$ cat src/rtl/csr_access_if.sv
// Bundle of the execute-stage request channel, the CSR register-file port and the
// writeback response channel of csr_access_unit.
//   slave  : the access unit (accepts requests, drives register-file address/write data,
//            produces responses)
//   master : the surrounding pipeline / register file / testbench
// Signals:
//   flush                                        abandon in-flight operation
//   req_valid/req_ready, req_op, req_src,
//   req_src_zero, req_addr, req_rd               decoded Zicsr request
//   csr_addr_r/csr_data_r                        combinational read port
//   csr_addr_w/csr_data_w/csr_we                 registered write port
//   rsp_valid/rsp_ready, rsp_rd, rsp_data,
//   rsp_illegal                                  rd writeback response
interface csr_access_if #(
  parameter int unsigned XLEN = 32
);
  logic            flush;

  logic            req_valid;
  logic            req_ready;
  logic [1:0]      req_op;
  logic [XLEN-1:0] req_src;
  logic            req_src_zero;
  logic [11:0]     req_addr;
  logic [4:0]      req_rd;

  logic [11:0]     csr_addr_r;
  logic [XLEN-1:0] csr_data_r;
  logic [11:0]     csr_addr_w;
  logic [XLEN-1:0] csr_data_w;
  logic            csr_we;

  logic            rsp_valid;
  logic            rsp_ready;
  logic [4:0]      rsp_rd;
  logic [XLEN-1:0] rsp_data;
  logic            rsp_illegal;

  modport slave (
    input  flush,
    input  req_valid, req_op, req_src, req_src_zero, req_addr, req_rd,
    output req_ready,
    output csr_addr_r,
    input  csr_data_r,
    output csr_addr_w, csr_data_w, csr_we,
    output rsp_valid, rsp_rd, rsp_data, rsp_illegal,
    input  rsp_ready
  );

  modport master (
    output flush,
    output req_valid, req_op, req_src, req_src_zero, req_addr, req_rd,
    input  req_ready,
    input  csr_addr_r,
    output csr_data_r,
    input  csr_addr_w, csr_data_w, csr_we,
    input  rsp_valid, rsp_rd, rsp_data, rsp_illegal,
    output rsp_ready
  );
endinterface

$ cat src/rtl/csr_access_unit.sv
// Zicsr read-modify-write engine (CSRRW/CSRRS/CSRRC and their immediate forms).
// One request at a time: latch the decoded request, read the old CSR value through the
// register file's combinational read port, optionally write the new value through its
// registered write port, then hold the old value as the rd writeback response.
// Ports:
//   clk  - clock
//   rst  - synchronous active-high reset, priority over everything else
//   bus  - csr_access_if.slave: request channel, register-file ports, response channel
//          and flush
module csr_access_unit #(
  parameter int unsigned XLEN        = 32,
  parameter bit          RO_CHECK_EN = 1'b1
) (
  input logic         clk,
  input logic         rst,
  csr_access_if.slave bus
);

  localparam logic [1:0] OpIll = 2'b00;
  localparam logic [1:0] OpRw  = 2'b01;
  localparam logic [1:0] OpRs  = 2'b10;
  localparam logic [1:0] OpRc  = 2'b11;

  typedef enum logic [1:0] {
    StIdle,
    StRead,
    StWrite,
    StResp
  } state_e;

  state_e          state_q, state_d;
  logic [1:0]      op_q, op_d;
  logic [XLEN-1:0] src_q, src_d;
  logic            src_zero_q, src_zero_d;
  logic [11:0]     addr_q, addr_d;
  logic [4:0]      rd_q, rd_d;
  logic [XLEN-1:0] old_q, old_d;

  logic req_ready;
  logic accept;
  logic wen;
  logic illegal;

  // A flush or reset in progress must not let a new request slip in.
  assign req_ready = (state_q == StIdle) && !rst && !bus.flush;
  assign accept    = bus.req_valid && req_ready;

  // RS/RC with x0 / uimm=0 are pure reads: they never write and so never trip the
  // read-only check.
  assign wen     = (op_q == OpRw) || !src_zero_q;
  assign illegal = (op_q == OpIll) || (RO_CHECK_EN && (addr_q[11:10] == 2'b11) && wen);

  // Next-state logic
  always_comb begin
    state_d    = state_q;
    op_d       = op_q;
    src_d      = src_q;
    src_zero_d = src_zero_q;
    addr_d     = addr_q;
    rd_d       = rd_q;
    old_d      = old_q;

    unique case (state_q)
      StIdle: begin
        if (accept) begin
          op_d       = bus.req_op;
          src_d      = bus.req_src;
          src_zero_d = bus.req_src_zero;
          addr_d     = bus.req_addr;
          rd_d       = bus.req_rd;
          state_d    = StRead;
        end
      end
      StRead: begin
        old_d   = bus.csr_data_r;
        state_d = (wen && !illegal) ? StWrite : StResp;
      end
      StWrite: begin
        state_d = StResp;
      end
      StResp: begin
        if (bus.rsp_ready) begin
          state_d = StIdle;
        end
      end
      default: begin
        state_d = StIdle;
      end
    endcase

    // Flush abandons whatever is in flight, including an unconsumed response.
    if (bus.flush) begin
      state_d = StIdle;
    end
  end

  always_ff @(posedge clk) begin
    if (rst) begin
      state_q    <= StIdle;
      op_q       <= OpIll;
      src_q      <= '0;
      src_zero_q <= 1'b0;
      addr_q     <= '0;
      rd_q       <= '0;
      old_q      <= '0;
    end else begin
      state_q    <= state_d;
      op_q       <= op_d;
      src_q      <= src_d;
      src_zero_q <= src_zero_d;
      addr_q     <= addr_d;
      rd_q       <= rd_d;
      old_q      <= old_d;
    end
  end

  // Outputs: everything idles at zero outside the state that owns it.
  always_comb begin
    bus.req_ready   = req_ready;
    bus.csr_addr_r  = '0;
    bus.csr_addr_w  = '0;
    bus.csr_data_w  = '0;
    bus.csr_we      = 1'b0;
    bus.rsp_valid   = 1'b0;
    bus.rsp_rd      = '0;
    bus.rsp_data    = '0;
    bus.rsp_illegal = 1'b0;

    unique case (state_q)
      StRead: begin
        bus.csr_addr_r = addr_q;
      end
      StWrite: begin
        bus.csr_addr_w = addr_q;
        // Gated combinationally so a same-cycle flush or reset suppresses the write.
        bus.csr_we     = !bus.flush && !rst;
        case (op_q)
          OpRw:    bus.csr_data_w = src_q;
          OpRs:    bus.csr_data_w = old_q | src_q;
          OpRc:    bus.csr_data_w = old_q & ~src_q;
          default: bus.csr_data_w = '0;
        endcase
      end
      StResp: begin
        bus.rsp_valid   = !bus.flush && !rst;
        bus.rsp_rd      = rd_q;
        bus.rsp_data    = illegal ? '0 : old_q;
        bus.rsp_illegal = illegal;
      end
      default: begin
      end
    endcase
  end

endmodule
$ cat src/flat_wrapper.sv
// flat-port wrapper written by rule: the top's interface ports become plain ports
module csr_access_unit_flat 
#(
  parameter int unsigned XLEN        = 32,
  parameter bit          RO_CHECK_EN = 1'b1
)
  (clk, rst, bus_flush, bus_req_valid, bus_req_op, bus_req_src, bus_req_src_zero, bus_req_addr, bus_req_rd, bus_req_ready, bus_csr_addr_r, bus_csr_data_r, bus_csr_addr_w, bus_csr_data_w, bus_csr_we, bus_rsp_valid, bus_rsp_rd, bus_rsp_data, bus_rsp_illegal, bus_rsp_ready);
  csr_access_if #(.XLEN(XLEN)) bus_i ();
  input logic clk;
  input logic rst;
  input wire logic [$bits(bus_i.flush)-1:0] bus_flush;
  input wire logic [$bits(bus_i.req_valid)-1:0] bus_req_valid;
  input wire logic [$bits(bus_i.req_op)-1:0] bus_req_op;
  input wire logic [$bits(bus_i.req_src)-1:0] bus_req_src;
  input wire logic [$bits(bus_i.req_src_zero)-1:0] bus_req_src_zero;
  input wire logic [$bits(bus_i.req_addr)-1:0] bus_req_addr;
  input wire logic [$bits(bus_i.req_rd)-1:0] bus_req_rd;
  output wire logic [$bits(bus_i.req_ready)-1:0] bus_req_ready;
  output wire logic [$bits(bus_i.csr_addr_r)-1:0] bus_csr_addr_r;
  input wire logic [$bits(bus_i.csr_data_r)-1:0] bus_csr_data_r;
  output wire logic [$bits(bus_i.csr_addr_w)-1:0] bus_csr_addr_w;
  output wire logic [$bits(bus_i.csr_data_w)-1:0] bus_csr_data_w;
  output wire logic [$bits(bus_i.csr_we)-1:0] bus_csr_we;
  output wire logic [$bits(bus_i.rsp_valid)-1:0] bus_rsp_valid;
  output wire logic [$bits(bus_i.rsp_rd)-1:0] bus_rsp_rd;
  output wire logic [$bits(bus_i.rsp_data)-1:0] bus_rsp_data;
  output wire logic [$bits(bus_i.rsp_illegal)-1:0] bus_rsp_illegal;
  input wire logic [$bits(bus_i.rsp_ready)-1:0] bus_rsp_ready;
  assign bus_i.flush = bus_flush;
  assign bus_i.req_valid = bus_req_valid;
  assign bus_i.req_op = bus_req_op;
  assign bus_i.req_src = bus_req_src;
  assign bus_i.req_src_zero = bus_req_src_zero;
  assign bus_i.req_addr = bus_req_addr;
  assign bus_i.req_rd = bus_req_rd;
  assign bus_req_ready = bus_i.req_ready;
  assign bus_csr_addr_r = bus_i.csr_addr_r;
  assign bus_i.csr_data_r = bus_csr_data_r;
  assign bus_csr_addr_w = bus_i.csr_addr_w;
  assign bus_csr_data_w = bus_i.csr_data_w;
  assign bus_csr_we = bus_i.csr_we;
  assign bus_rsp_valid = bus_i.rsp_valid;
  assign bus_rsp_rd = bus_i.rsp_rd;
  assign bus_rsp_data = bus_i.rsp_data;
  assign bus_rsp_illegal = bus_i.rsp_illegal;
  assign bus_i.rsp_ready = bus_rsp_ready;
  csr_access_unit #(.XLEN(XLEN), .RO_CHECK_EN(RO_CHECK_EN)) u_core (.clk(clk), .rst(rst), .bus(bus_i));
endmodule
$ cat config.mk
export PLATFORM = sky130hd
export DESIGN_NAME = csr_access_unit_flat
export DESIGN_NICKNAME = d
export VERILOG_FILES = /design/src/rtl/csr_access_if.sv /design/src/rtl/csr_access_unit.sv /design/src/flat_wrapper.sv
export SDC_FILE = /design/constraint.sdc
export NUM_CORES = 1
export LEC_CHECK = 0
export CORE_MARGIN = 2
export CORE_UTILIZATION = 48
export CTS_BUF_LIST = sky130_fd_sc_hd__clkbuf_8
export CTS_CLUSTER_DIAMETER = 120
export DETAILED_ROUTE_END_ITERATION = 16
export GPL_ROUTABILITY_DRIVEN = 0
export PLACE_DENSITY_LB_ADDON = 0.12
export SLEW_MARGIN = 20
export SYNTH_ARGS = -nofsm -noshare
export SYNTH_HDL_FRONTEND = slang
export SYNTH_SLANG_ARGS = --single-unit
$ cat constraint.sdc
create_clock -name clk -period 2.71 [get_ports clk]
set_input_delay 0.6775 -clock clk [delete_from_list [all_inputs] [get_ports clk]]
set_output_delay 0.6775 -clock clk [all_outputs]
set_load 0.02 [all_outputs]
==> impl_metrics.ini <==
[status]
status = completed

[worst_setup_path]
required_ps = 2030
cp.arrival_ps = 1890
reg2reg_to = u_core.src_q[23]$_SDFFE_PP0P_
crit_fanout = 8
critPathKind = flip-flop to output port
slowest_stage = clkdlybuf4s50_1
r2r_start = u_core.state_q[1]$_SDFFE_PP0P_
max_stage_delay_ps = 640
crit_path_cell_trace = ha_1 -> buf_4 -> and3_1 -> clkdlybuf4s50_1
worst-path-buf-inv = 2
r2r_slack_ps = 1030
crit_path_end_kind = output port
worst_setup_path_start_kind = flip-flop
path_delay_family = buffers and inverters
rr_worst_depth = 6

[power]
total_power_uw = 2650
pwr_density_cell_mw_per_mm2 = 405
ir_worst_vdd_mv = 0.219
p_leak_uw = 0.00304

[global_routing]
grt_pass1_wl_um = 19700
grt_max_degree = 66
antenna_found_initial = 0
grt_overflow_total = 0
grtUsageTotal_pct = 24.5
grt_pass1_vias = 4153

[route]
vias = 4408
wl_met1_um = 5410
wl_met3_um = 820
drtIter0Drc = 156
wire_per_inst_um = 14.8
antenna_left = 0
drt_wl_total_um = 12600
maxUsedRoutingLayer = met4
wl_met2_um = 6200
remaining_drc_errors = 0
drtPass1Iterations = 4
viasPerCell = 5.19

[timing]
max_freq_mhz = 389
maxSlewHeadroom_pct = 61.8
tightest_slew_ps = 573
clock_skew_ps = 9.59
slew_viol_final = 0
min_period_ps = 2570
rsz0062_at_grt = false
setup_slack_ps = 139
holdWs_ps = 450
finalCritPeriodShare_pct = 94.9
finalSetupViolCount = 0
hold_violations = 0

[cts]
cts_hold_buf = 0
numClockSinks = 86
clockBufferDepth = 2
cts_resized = 56
post_cts_buffers = 0
clock_latency_ps = 340
htreeDepth = 3
cts_buffers = 9
clk_pin_slew_worst_paths_ps = 70
cts-root-buf = clkbuf_8
cts_tree = yes

[placed_design]
post-dp-hpwl_um = 8850
place_worst_setup_slack_ps = -87.1
dp_cells = 836
io_buffers = 185
dpl_cell_area_sq_mm = 0.00628

[final_layout]
drive_gt1_share_pct = 5.53
diodes = 0
fin_area_sq_mm = 0.00654
fillerInstances = 674
area_growth_pct = 49.5
fin_cells = 850
nNetsFinal = 833

[run]
cap_violations = 0

[die]
core-area_sq_mm = 0.00876
rows = 34
pin_count = 186
start_util_pct = 49.9
die_area_sq_mm = 0.00988
die_x_um = 99.4
die_h_um = 99.4

[hold_path]
hold_depth = 2
whs_endpoint = u_core.rd_q[3]$_SDFFE_PP0P_
min_from = u_core.rd_q[3]$_SDFFE_PP0P_
hp-class = flip-flop to flip-flop

[logic_synthesis]
ys_seq_area_share_pct = 39.4
syn_area_sq_mm = 0.00437
synth.avg_cell_area_sq_um = 7.65
syn_inst = 571
ys_seq_elements = 86
ys_types = 22
yosysWarnings = 0
syn_nets = 665
worst reg2reg max path, cell delays in order, from the launching register on:
cell and delay [ps]:
dfxtp_1 410, inv_1 130, ha_1 240, nand2_2 60, buf_4 470, nand2_1 140
a21oi_1 170
worst max-delay path by stage:
| stage | startpoint | cells past startpoint | endpoint | slack, ps |
|---|---|---|---|---|
| after CTS | u_core.state_q[1]$_SDFFE_PP0P_ | 4 | bus_csr_addr_r[2] | -50 |
| final | u_core.state_q[1]$_SDFFE_PP0P_ | 4 | bus_rsp_illegal | 140 |
| after floorplan | rst | 3 | bus_req_ready | 510 |
| after global placement | bus_flush | 4 | bus_csr_we | -90 |
| after global routing | u_core.state_q[1]$_SDFFE_PP0P_ | 4 | bus_csr_addr_r[0] | 10 |
| after detailed placement | bus_flush | 4 | bus_csr_we | -90 |
cells in the final DEF, fill, tap and decap left out, types with 2 or more instances in the layout:
| cell | count |
|---|---|
| nor3_1 | 2 |
| dfxtp_1 | 83 |
| buf_4 | 11 |
| buf_12 | 2 |
| dlygate4sd2_1 | 52 |
| nor2_1 | 33 |
| buf_6 | 3 |
| a21oi_1 | 52 |
| nand2_1 | 139 |
| bufinv_16 | 3 |
| o211ai_1 | 32 |
| ha_1 | 4 |
| nor2b_1 | 2 |
| clkdlybuf4s50_1 | 105 |
| dlymetal6s2s_1 | 27 |
| dfxtp_2 | 3 |
| and2_1 | 95 |
| inv_1 | 4 |
| o21ai_0 | 35 |
| clkbuf_8 | 9 |
| mux2i_1 | 33 |
| clkinv_2 | 2 |
cells in the mapped netlist:
| library cell | number | area [sq um] |
|---|---|---|
| and2_1 | 96 | 601 |
| nor3b_4 | 1 | 18.8 |
| a21boi_1 | 1 | 7.51 |
| buf_1 | 4 | 15.0 |
| a21oi_1 | 52 | 260 |
| nor3_1 | 2 | 10.0 |
| inv_1 | 4 | 15.0 |
| nor2_1 | 34 | 128 |
| dfxtp_1 | 86 | 1720 |
| buf_2 | 13 | 65.1 |
| o211ai_1 | 32 | 240 |
| ha_1 | 5 | 62.6 |
| nor2b_1 | 2 | 12.5 |
| and3_1 | 1 | 6.26 |
| o31a_1 | 1 | 8.76 |
| clkbuf_1 | 21 | 78.8 |
| a2bb2oi_2 | 1 | 15.0 |
| o21ai_0 | 35 | 175 |
| mux2i_1 | 33 | 330 |
| nand2_1 | 140 | 526 |
| buf_6 | 6 | 67.6 |
| a31oi_1 | 1 | 6.26 |
metrics by stage:
stage                     setup TNS, ps  util [%]
after floorplan                       0         -
after global placement             -183      71.7
after detailed placement           -164      71.7
after CTS                          -455      73.6
after global routing                  0      74.6
final                                 0      74.6
where the power goes:
| part | internal, uW | total (uW) | switching (uW) |
|---|---|---|---|
| logic | 165 | 288 | 123 |
| registers | 1300 | 1330 | 28.7 |
| clock network | 599 | 1030 | 431 |
logic make-up after synthesis:
kind of cell / Yosys count / synth area share (%)
simple gates: 276 / 29.8
compound gates: 123 / 16.3
flops: 86 / 39.4
buf+inv: 48 / 5.53
mux: 33 / 7.56
fa+ha+maj: 5 / 1.43
sequential cells by signal, indices dropped and copies added, names as in the netlist:
name               flops
u_core.src_q          32
u_core.state_q         2
u_core.old_q          32
u_core.addr_q         12
u_core.op_q            2
u_core.rd_q            5
u_core.src_zero_q      1
routing by layer:
metal | global-route usage (%) | vias to the layer above
li1 | - | 2221
met1 | 30.6 | 2026
met2 | 42.0 | 147
met3 | 5.20 | 14
met4 | 8.01 | 0
met5 | 0 | -
cell type report:
class	instances	area, sq um	area share [%]
multi-input combinational	437	2430	37.2
timing repair buffer	201	2010	30.7
sequential	86	1730	26.4
tap	108	135	2.07
clock buffer	9	124	1.90
clock inverter	5	100	1.53
inverter	4	15.0	0.230
(Power assumes the default switching activity.)
